$ cat config.mk
export PLATFORM = sky130hd
export DESIGN_NAME = keypad_debouncer
export DESIGN_NICKNAME = d
export VERILOG_FILES = /design/src/rtl/keypad_pkg.sv /design/src/rtl/key_synchronizer.sv /design/src/rtl/keypad_debouncer.sv
export SDC_FILE = /design/constraint.sdc
export NUM_CORES = 1
export LEC_CHECK = 0
export BUFFER_PORTS_ARGS = -buffer_cell sky130_fd_sc_hd__buf_2
export CAP_MARGIN = 0
export CORE_AREA = 10 10 73 75
export CTS_BUF_LIST = sky130_fd_sc_hd__clkbuf_4
export DETAILED_ROUTE_END_ITERATION = 6
export DIE_AREA = 0 0 83 85
export HOLD_SLACK_MARGIN = 0.08
export PLACE_DENSITY = 0.8
export SYNTH_ARGS = -nofsm -noshare
export SYNTH_HDL_FRONTEND = slang
export SYNTH_SLANG_ARGS = --single-unit
$ cat constraint.sdc
create_clock -name clock -period 3 [get_ports clock]
set_input_delay 0.15 -clock clock [delete_from_list [all_inputs] [get_ports clock]]
set_output_delay 0.15 -clock clock [all_outputs]
set_load 0.05 [all_outputs]
$ cat src/rtl/keypad_pkg.sv
// rtl/keypad_pkg.sv - shared key width, idle code, FSM state enum and sizing helper
package keypad_pkg;

  localparam int KEY_WIDTH = 4;
  localparam logic [KEY_WIDTH-1:0] KEY_NONE = 4'b0000;

  typedef enum logic [2:0] {
    IDLE,
    DEB_PRESS,
    PRESSED,
    DEB_RELEASE,
    WAIT_RELEASE
  } key_state_e;

  function automatic int max3(input int a, input int b, input int c);
    int m;
    m = (a > b) ? a : b;
    return (m > c) ? m : c;
  endfunction

endpackage

$ cat src/rtl/key_synchronizer.sv
// rtl/key_synchronizer.sv - 2-flop synchronizer, resets to all-ones (buttons released)
module key_synchronizer #(
  parameter int WIDTH = 4
) (
  input  logic             clock,
  input  logic             reset,
  input  logic [WIDTH-1:0] d_in,
  output logic [WIDTH-1:0] d_out
);

  logic [WIDTH-1:0] stage1_q;
  logic [WIDTH-1:0] stage2_q;
  logic [WIDTH-1:0] stage1_d;
  logic [WIDTH-1:0] stage2_d;

  always_comb begin
    stage1_d = d_in;
    stage2_d = stage1_q;
  end

  always_ff @(posedge clock or negedge reset) begin
    if (!reset) begin
      stage1_q <= '1;
      stage2_q <= '1;
    end else begin
      stage1_q <= stage1_d;
      stage2_q <= stage2_d;
    end
  end

  assign d_out = stage2_q;

endmodule

$ cat src/rtl/keypad_debouncer.sv
// rtl/keypad_debouncer.sv - 4-key debouncer emitting one-hot press pulses for the digital lock
// Optional auto-repeat while a key is held: define KEY_AUTO_REPEAT_EN.
module keypad_debouncer
  import keypad_pkg::*;
#(
  parameter int DEBOUNCE_CYCLES = 1000000,
  parameter int REPEAT_DELAY    = 25000000,
  parameter int REPEAT_PERIOD   = 10000000
) (
  input  logic                 clock,
  input  logic                 reset,
  input  logic [KEY_WIDTH-1:0] key_raw,
  output logic [KEY_WIDTH-1:0] key,
  output logic                 busy,
  output logic                 multi_error
);

  localparam int CNT_W = $clog2(max3(DEBOUNCE_CYCLES, REPEAT_DELAY, REPEAT_PERIOD));
  localparam logic [CNT_W-1:0] DEB_LAST = CNT_W'(DEBOUNCE_CYCLES - 1);
`ifdef KEY_AUTO_REPEAT_EN
  localparam logic [CNT_W-1:0] DLY_LAST = CNT_W'(REPEAT_DELAY - 1);
  localparam logic [CNT_W-1:0] PER_LAST = CNT_W'(REPEAT_PERIOD - 1);
`endif

  logic [KEY_WIDTH-1:0] sync_out;
  logic [KEY_WIDTH-1:0] p;
  logic                 p_onehot;

  key_synchronizer #(.WIDTH(KEY_WIDTH)) u_sync (
    .clock (clock),
    .reset (reset),
    .d_in  (key_raw),
    .d_out (sync_out)
  );

  assign p        = ~sync_out;
  assign p_onehot = $onehot(p);

  key_state_e           state_q, state_d;
  logic [CNT_W-1:0]     cnt_q, cnt_d;
  logic [KEY_WIDTH-1:0] held_q, held_d;
  logic [KEY_WIDTH-1:0] key_q, key_d;
  logic                 multi_q, multi_d;
`ifdef KEY_AUTO_REPEAT_EN
  logic                 rep_q, rep_d;
`endif

  always_comb begin
    state_d = state_q;
    cnt_d   = cnt_q;
    held_d  = held_q;
    key_d   = KEY_NONE;
    multi_d = 1'b0;
`ifdef KEY_AUTO_REPEAT_EN
    rep_d   = rep_q;
`endif
    case (state_q)
      IDLE: begin
        if (p_onehot) begin
          held_d  = p;
          state_d = DEB_PRESS;
        end else if (p != KEY_NONE) begin
          multi_d = 1'b1;
          held_d  = KEY_NONE;
          state_d = WAIT_RELEASE;
        end
      end
      DEB_PRESS: begin
        if (p != held_q) begin
          state_d = IDLE;
        end else if (cnt_q == DEB_LAST) begin
          key_d   = held_q;
          state_d = PRESSED;
        end else begin
          cnt_d = cnt_q + 1'b1;
        end
      end
      PRESSED: begin
        if (p == KEY_NONE) begin
          state_d = DEB_RELEASE;
        end
`ifdef KEY_AUTO_REPEAT_EN
        else if (p == held_q) begin
          // first repeat waits the long delay, later ones use the period
          if (cnt_q == (rep_q ? PER_LAST : DLY_LAST)) begin
            key_d = held_q;
            cnt_d = '0;
            rep_d = 1'b1;
          end else begin
            cnt_d = cnt_q + 1'b1;
          end
        end
`endif
      end
      DEB_RELEASE: begin
        if (p != KEY_NONE) begin
          state_d = PRESSED;
        end else if (cnt_q == DEB_LAST) begin
          state_d = IDLE;
        end else begin
          cnt_d = cnt_q + 1'b1;
        end
      end
      WAIT_RELEASE: begin
        if (p == KEY_NONE) begin
          state_d = DEB_RELEASE;
        end
      end
      default: state_d = IDLE;
    endcase
    // every state change starts the shared counter afresh
    if (state_d != state_q) begin
      cnt_d = '0;
`ifdef KEY_AUTO_REPEAT_EN
      rep_d = 1'b0;
`endif
    end
  end

  always_ff @(posedge clock or negedge reset) begin
    if (!reset) begin
      state_q <= IDLE;
      cnt_q   <= '0;
      held_q  <= KEY_NONE;
      key_q   <= KEY_NONE;
      multi_q <= 1'b0;
`ifdef KEY_AUTO_REPEAT_EN
      rep_q   <= 1'b0;
`endif
    end else begin
      state_q <= state_d;
      cnt_q   <= cnt_d;
      held_q  <= held_d;
      key_q   <= key_d;
      multi_q <= multi_d;
`ifdef KEY_AUTO_REPEAT_EN
      rep_q   <= rep_d;
`endif
    end
  end

  assign key         = key_q;
  assign multi_error = multi_q;
  assign busy        = (state_q != IDLE);

endmodule

* Word level (Yosys, flattened, before mapping)
Cells that the tools add are included.
Word-level totals: bits of input ports 6, word-level logic and storage cells 52, memories kept 0, flip-flop bits (word level) 45, output and inout port bits 6, memory bits (read-only) 0, RAM bits 0, latch bits 0
Operators by class: multiply operators 0, equal/unequal tests 10, add/sub/neg operators 4, magnitude comparators 0, shifts and indexed selects 0, div/mod/pow operators 0, mux-type cells 21, reductions and logical operators 9, bitwise gates (word level) 1
Operators by type and width (count):
- two-way mux 25 bit | 4
- case mux 25 bit (2 select lines) | 1
- adder 25 x 1 -> 25 bit, second input constant | 1
- == test 25 x 20 -> 1 bit, second input constant | 1
- two-way mux 3 bit | 7
- two-way mux 4 bit | 5
- case mux 3 bit (4 select lines) | 1
- == test 3 x 1 -> 1 bit, second input constant | 2
- == test 3 x 2 -> 1 bit, second input constant | 2
- != test 3 bit, second input constant | 2
- nonzero test 3 bit | 2
- adder 1 x 1 -> 2 bit | 2
- zero test 4 bit | 1
- != test 4 bit | 1
- inverter 4 bit | 1
- nonzero test 4 bit | 1
- adder 2 x 2 -> 3 bit | 1
- == test 3 bit, second input constant | 1
- zero test 3 bit | 1
- two-way mux 1 bit | 3
- != test 3 bit | 1
- AND reduction 3 bit | 1
- AND reduction 2 bit | 1
- nonzero test 2 bit | 1
- OR reduction 2 bit | 1

* Depth between registers and ports, before layout
Gate-level depths: netlist of the first run.
depth after elaboration 9, depth in mapped cells 11, gate-level depth less buffers 10

* Hierarchy
Synthesis of the first run repeated with hierarchy kept, for this count alone.
Second synthesis, totals: cells, all modules 230, area total of the unflattened synthesis 2302.2 um2
Modules (own cells, without submodules):
- keypad_debouncer | instances 1, area each 2092.0 um2, cells an instance 222, seq. area each 925.9 um2
- key_synchronizer | instances 1, area each 210.2 um2, cells an instance 8, seq. area each 210.2 um2

* Worst setup path after synthesis of the first run
Ideal clock, no wire load.
path kind register to register, start point register u_sync.stage2_q[0], in the netlist u_sync.d_out[0], end point register cnt_q[3], setup slack 245 ps, clock period less this slack 2755 ps, cell stages (with the launch flop) 11, setup time 120 ps, buffers on the path 0, arrival time 2634 ps, required time 2880 ps, path through dfstp_2 > fa_1 > inv_1 > ha_1 > ha_1 > or4b_1 > a21o_1 > nand2_1 > o32ai_4 > and3_1 > o211a_1
Between the ends: word-level cells in the longest chain between the ends 9, elaborated cells between the ends (all ways) 19, classes of those cells add/sub (2); eq/ne (5); mux (7); bitwise (1); reduce/logical (4)
Ends and longest elaborated chain:
- start: declaration | RTL line key_synchronizer.sv:12 | logic [WIDTH-1:0] stage2_q;
- start signal: assignment | RTL line key_synchronizer.sv:27 | stage2_q <= stage2_d;
- inverter 4 bit (*) | RTL line keypad_debouncer.sv:36 | assign p = ~sync_out;
- adder 1 x 1 -> 2 bit (implied by the code) | RTL line keypad_debouncer.sv:37 | assign p_onehot = $onehot(p);
- adder 2 x 2 -> 3 bit (implied by the code) | RTL line keypad_debouncer.sv:37
- == test 3 x 1 -> 1 bit | RTL line keypad_debouncer.sv:37
- two-way mux 3 bit | RTL line keypad_debouncer.sv:59 | if (p_onehot) begin
- case mux 3 bit (4 select lines) | RTL line keypad_debouncer.sv:57 | case (state_q)
- != test 3 bit | RTL line keypad_debouncer.sv:112 | if (state_d != state_q) begin
- != test 3 bit (no source line) or nonzero test 3 bit (tied branches)
- AND reduction 3 bit (no source line)
- end signal: assignment | RTL line keypad_debouncer.sv:132 | cnt_q <= cnt_d;
- end: declaration | RTL line keypad_debouncer.sv:40 | logic [CNT_W-1:0] cnt_q, cnt_d;
Mark *: on every way between the ends. The rest lies on a longest branch, timed or not. A chain may end at the register's enable or synchronous reset.

* Final worst setup path of the first run
start point register u_sync.stage2_q[1], in the netlist u_sync.d_out[1], end point register cnt_q[3]
Same word-level chain as after synthesis.

==> run metrics, run 1 <==
WL/cell=14.31 um; setup ws final=0.1214 ns; Vias=1708; Worst Hold Class=flop to flop; CP Data Arrival Time=3.12 ns; GPL Wtd Cong=0.8363; Static Leakage=1.073 nW; area grow syn2layout=10.51%; CTS Buf Count=5; Post-DP HPWL=2918 um; Synth cell types=48; largest net degree at the start of global routing=46; num ports=12; Critical Path RT=3.24 ns; Peak Freq=0.3474 GHz; layout cells sized above 1=18.29%; GRT overflow=0; WS Path Type=flop to flop; fin nets=256; CP bufs+invs=1; Initial DRC Count=194; Vias/cell=5.770; Worst slew margin=32.05%; Initial Util=59.94%; Worst VDD drop=0.2668 mV; Crit Path Max Fanout=4; full die area=7055 um^2; Worst-Skew Late Latency=0.34 ns; initial antenna violation count=0; post-route ant nets=0; Critical Path End Type=flop; cell chain of the critical path=fa_1, inv_1, ha_1, ha_1, or4b_4, a21o_1, nand2_2, o32ai_4, and3_1, o211a_1; Syn. warnings=0; EDFF count, synth=0; post-synthesis sequential area ratio=48.43%; vias in the first global route=1796; 1st-pass router iterations=4; CTS H-Tree Depth=2; overall routing resource usage=13.03%; Clock Path Buffers=2; CP peak stage delay=0.57 ns; Post-Syn Instances=226; most used cell, CP=ha_1; FP Rows=23; final wirelength=4236 um; Worst-path clk slew=0.13 ns; Critical Path Start Type=flop; worst reg2reg path depth=10; global-route wire length before repair=8031 um; synthesized flop and latch total=45; Mapped Nets=237; pwr dens=575.3 nW/um^2; Core Util, Final=66.24%; number of cells on the critical path=10; Placement Setup Slack=0.06648 ns; syn avg cell area=10.38 um^2; Critical Path Slowest Stage Cell=dfstp_2; CTS sink count=45; Crit path max-delay family=simple AND/OR/NAND/NOR gates; Core ar.=3914 um^2; top_reg_cell synth=dfrtp_1; max-slew violation count=0; Post-route DRC=0; worst hold stages=0; endpoints failing setup=0; Least-Margin Pin Slew=1.019 ns; die width=83 um; asr flop ratio synth=100.0%; CTS root buf=clkbuf_4; number of port buffers=11; Max-Cap Viols=0; Tmin final=2.879 ns; RSZ-0062 raised after global routing=no; setup TNS=0 ns; CTS tree=yes; # diodes=0; final worst path period share=95.95%; Hold Vio Cnt, Final=0; Synth Cell Area=2346 um^2; DIE HEIGHT=85 um; fillers=320; status=completed; clock skew=0.008342 ns
cell usage in the layout, fill, tap and decap left out, types with 2 or more instances in the layout:
master         count
nand3b_1           3
inv_1              7
nor4_4             2
nand4_1            7
nor4_2             5
nand2_1           16
nand3_1           11
or3_1              2
nor4_1             6
dfrtp_1           37
a31o_1             2
dlygate4sd3_1      5
a21oi_1            7
xor2_1             3
buf_2             11
a21bo_1            3
clkbuf_4           6
nor4b_1            2
nor2b_1            2
buf_4              4
ha_1               4
nor2_1            24
xnor2_1           17
a211oi_1           2
dfstp_2            8
nor2_2             2
o211ai_1           2
and2_1             5
nor3_1             8
and3_1             7
o21ai_0            6
cell usage after synthesis (all sizes together) (2+ instances only):
| cell | instances | area, um^2 |
|---|---|---|
| xnor2 | 17 | 148.9 |
| o21ai | 6 | 30.03 |
| inv | 7 | 26.28 |
| nor3 | 8 | 40.04 |
| nand3 | 11 | 55.05 |
| a31o | 2 | 17.52 |
| nand4 | 7 | 43.79 |
| o211ai | 2 | 15.01 |
| a21oi | 7 | 35.03 |
| nor4b | 2 | 17.52 |
| dfrtp | 37 | 925.9 |
| and3 | 7 | 43.79 |
| xor2 | 3 | 26.28 |
| dfstp | 8 | 210.2 |
| nor2b | 2 | 12.51 |
| nor4 | 13 | 142.6 |
| nand3b | 3 | 22.52 |
| and2 | 5 | 31.28 |
| a211oi | 2 | 15.01 |
| or3 | 2 | 12.51 |
| nand2 | 17 | 63.81 |
| clkbuf | 2 | 8.750 |
| a21bo | 3 | 30.03 |
| ha | 4 | 50.05 |
| buf | 7 | 52.54 |
| nor2 | 26 | 102.6 |
cell families (layout without fill, tap and decap cells):
| logic type | after synthesis | after routing | share of synthesized area (%) |
|---|---|---|---|
| XOR/XNOR | 20 | 20 | 7.467 |
| multiplexers | 1 | 1 | 0.4267 |
| adder cells (fa/ha/maj) | 5 | 5 | 2.987 |
| buffers and inverters | 16 | 36 | 3.733 |
| flip-flops | 45 | 45 | 48.43 |
| AO/OA/AOI/OAI | 28 | 28 | 9.014 |
| AND/OR/NAND/NOR | 111 | 111 | 27.95 |
metal layers:
metal / part of all wire (%) / track usage, % / vias to the layer above
li1: - / - / 836
met1: 47 / 17.18 / 823
met2: 47 / 19.59 / 43
met3: 4.3 / 3.824 / 6
met4: 1.4 / 5.108 / 0
met5: 0 / 0 / -
area by class of cell:
type / instances / area (um^2) / share of cell area [%]
Timing Repair Buffer: 21 / 155.1 / 5.985
Clock inverter: 2 / 33.78 / 1.303
Tap cell: 50 / 62.56 / 2.413
Multi-Input combinational cell: 165 / 1134 / 43.73
Sequential cell: 45 / 1136 / 43.82
Inverter: 7 / 26.28 / 1.014
Clock buffer: 6 / 45.04 / 1.737
registers in the layout (all words and copies together) (netlist names):
register,count
key,4
state_q,3
u_sync.stage1_q,4
multi_error,1
u_sync.d_out,4
held_q,4
cnt_q,25
per-stage QoR:
stage,instances,area [um^2],hold slack [ns],power [mW]
floorplan,226,2346,-0.1456,1.002
global placement,280,2430,0.2552,1.119
detailed placement,280,2430,0.2562,1.125
CTS,293,2559,0.3653,1.499
global route,296,2592,0.3694,1.581
finish,296,2592,0.3631,1.492
worst reg2reg max path, stage by stage (launching register included):
cell     delay [ns]
dfstp_2        0.57
fa_1           0.41
inv_1          0.07
ha_1           0.16
ha_1           0.25
or4b_4         0.53
a21o_1         0.19
nand2_2        0.08
o32ai_4        0.09
and3_1         0.22
o211a_1        0.21
worst paths after layout:
check                                  endpoint  slack [ns]          startpoint
worst max-delay path                   cnt_q[3]        0.12     u_sync.d_out[1]
worst min-delay path            u_sync.d_out[3]        0.36  u_sync.stage1_q[3]
worst max register to register         cnt_q[3]        0.12     u_sync.d_out[1]
worst min register to register  u_sync.d_out[3]        0.36  u_sync.stage1_q[3]
max in group asynchronous             cnt_q[18]        1.92               reset
min in group asynchronous                key[3]        0.48               reset
what timing repair did:
| action | CTS | global route |
|---|---|---|
| resized for setup | 0 | 3 |
| endpoints found under the setup margin | 0 | 23 |
| hold buffers | 5 | 0 |
| setup buffers | 0 | 3 |
| hold endpoints to repair | 41 | 0 |
report_power, final:
part | internal (mW) | switching (mW)
Clock | 0.183 | 0.180
Sequential | 0.656 | 0.0590
Combinational | 0.143 | 0.270
Total | 0.982 | 0.509
Power figures use the tool's default switching activity.
==> run 2, diff against run 1 <==
--- a/config.mk
+++ b/config.mk
@@ -12,6 +12,7 @@
 export DETAILED_ROUTE_END_ITERATION = 6
 export DIE_AREA = 0 0 83 85
 export HOLD_SLACK_MARGIN = 0.08
+export MAX_ROUTING_LAYER = met4
 export PLACE_DENSITY = 0.8
 export SYNTH_ARGS = -nofsm -noshare
 export SYNTH_HDL_FRONTEND = slang
==> run 2 against run 1 <==
  * Maximum frequency is 0.16% lower
  * Wire length hardly changed
  * Critical path type unchanged
  * Power barely moved
  * Largest cell class unchanged
  * Critical path depth stayed put
  * Cell area unchanged
  * Flip-flop and latch count is the same
==> run metrics, run 2 (synthesized netlist as in run 1, its figures left out) <==
max reg flops=25; WS Path Type=flop to flop; CTS root buf=clkbuf_4; DIE HEIGHT=85 um; vias in the first global route=1796; CTS tree=yes; Initial DRC Count=194; worst reg2reg path depth=10; Static Leakage=1.073 nW; Crit path max-delay family=simple AND/OR/NAND/NOR gates; setup ws final=0.1168 ns; Critical Path Slowest Stage Cell=dfstp_2; CTS H-Tree Depth=2; final worst path period share=96.11%; # diodes=0; Placement Setup Slack=0.06648 ns; largest net degree at the start of global routing=46; CP Data Arrival Time=3.12 ns; Crit Path Max Fanout=4; Core ar.=3914 um^2; Post-route DRC=0; Vias=1722; setup TNS=0 ns; num ports=12; status=completed; overall routing resource usage=13.41%; number of port buffers=11; 1st-pass router iterations=4; GRT overflow=0; endpoints failing setup=0; CP peak stage delay=0.57 ns; area grow syn2layout=10.51%; Worst VDD drop=0.2668 mV; Final Power=1.491 mW; Clock Path Buffers=2; Largest Register=cnt_q; post-route ant nets=0; global-route wire length before repair=8031 um; Non-Filler Instances=296; Initial Util=59.94%; die width=83 um; Max-Cap Viols=0; commonest non-fill, non-tap cell in the layout=dfrtp_1; Worst Hold Class=flop to flop; initial antenna violation count=0; Placed Cells=280; most used cell, CP=ha_1; Worst slew margin=32.08%; final wirelength=4238 um; full die area=7055 um^2; Tmin final=2.883 ns; Critical Path End=cnt_q[3]; R2R Setup Slk=0.12 ns; GPL Wtd Cong=0.8492; CTS sink count=45; Least-Margin Pin Slew=1.019 ns; Critical path origin=u_sync.d_out[1]; cell chain of the critical path=fa_1, inv_1, ha_1, ha_1, or4b_4, a21o_1, nand2_2, o32ai_4, and3_1, o211a_1; WL/cell=14.32 um; fin nets=256; pwr dens=575.2 nW/um^2; CP bufs+invs=1; CTS Buf Count=5; Hold Vio Cnt, Final=0; Peak Freq=0.3468 GHz; Vias/cell=5.818; RSZ-0062 raised after global routing=no; FP Rows=23; reg2reg end=cnt_q[3]; most frequent cells in the layout=37 x dfrtp_1, 24 x nor2_1, 17 x xnor2_1, 16 x nand2_1; Critical Path Start Type=flop; clock skew=0.007850 ns; Critical Path RT=3.24 ns; Worst-path clk slew=0.13 ns; layout cells sized above 1=18.29%; Worst-Skew Late Latency=0.33 ns; Core Util, Final=66.24%; FF-to-FF Start=u_sync.d_out[1]; Critical Path End Type=flop; Post-DP HPWL=2918 um; max-slew violation count=0; number of cells on the critical path=10
## run 2: stage by stage
stage	area (um^2)	hold WS [ns]
after global placement	2430	0.2552
after CTS	2559	0.3653
after global routing	2592	0.3694
after floorplan	2346	-0.1456
after detailed placement	2430	0.2562
final	2592	0.3631
## run 2: power by group
part	leakage [nW]	switching (mW)	total, mW	internal [mW]
Clock	0.0433	0.180	0.363	0.183
Sequential	0.595	0.0591	0.715	0.656
Combinational	0.435	0.270	0.413	0.143
## run 2: layer usage
layer / routed length (um) / up-vias / track usage [%]
met5: 0 / - / -
met4: 65 / 0 / 5.108
met3: 195 / 9 / 3.728
met2: 1988 / 50 / 19.59
met1: 1989 / 827 / 17.24
li1: - / 836 / -
## run 2: repair_timing
action,CTS,global route
hold buffers,5,0
setup endpoints to repair,0,23
buffers inserted,0,3
hold endpoints to repair,41,0
gates resized for setup,0,3
## run 2: layout make-up
class | instances | area (um^2)
Sequential cell | 45 | 1136
Tap cell | 50 | 62.56
Clock buffer | 6 | 45.04
Clock inverter | 2 | 33.78
Multi-Input combinational cell | 165 | 1134
Fill cell | 320 | 1321
Timing Repair Buffer | 21 | 155.1
Inverter | 7 | 26.28
## run 2: worst min-delay path by stage
stage	start	to	slack, ns	cells past startpoint
2_1_floorplan	reset	cnt_q[0]	-0.15	0
3_3_place_gp	key_raw[0]	u_sync.stage1_q[0]	0.26	1
3_5_place_dp	key_raw[1]	u_sync.stage1_q[1]	0.26	1
4_1_cts	u_sync.stage1_q[3]	u_sync.d_out[3]	0.37	0
5_1_grt	u_sync.stage1_q[3]	u_sync.d_out[3]	0.37	0
6_report	u_sync.stage1_q[3]	u_sync.d_out[3]	0.36	0
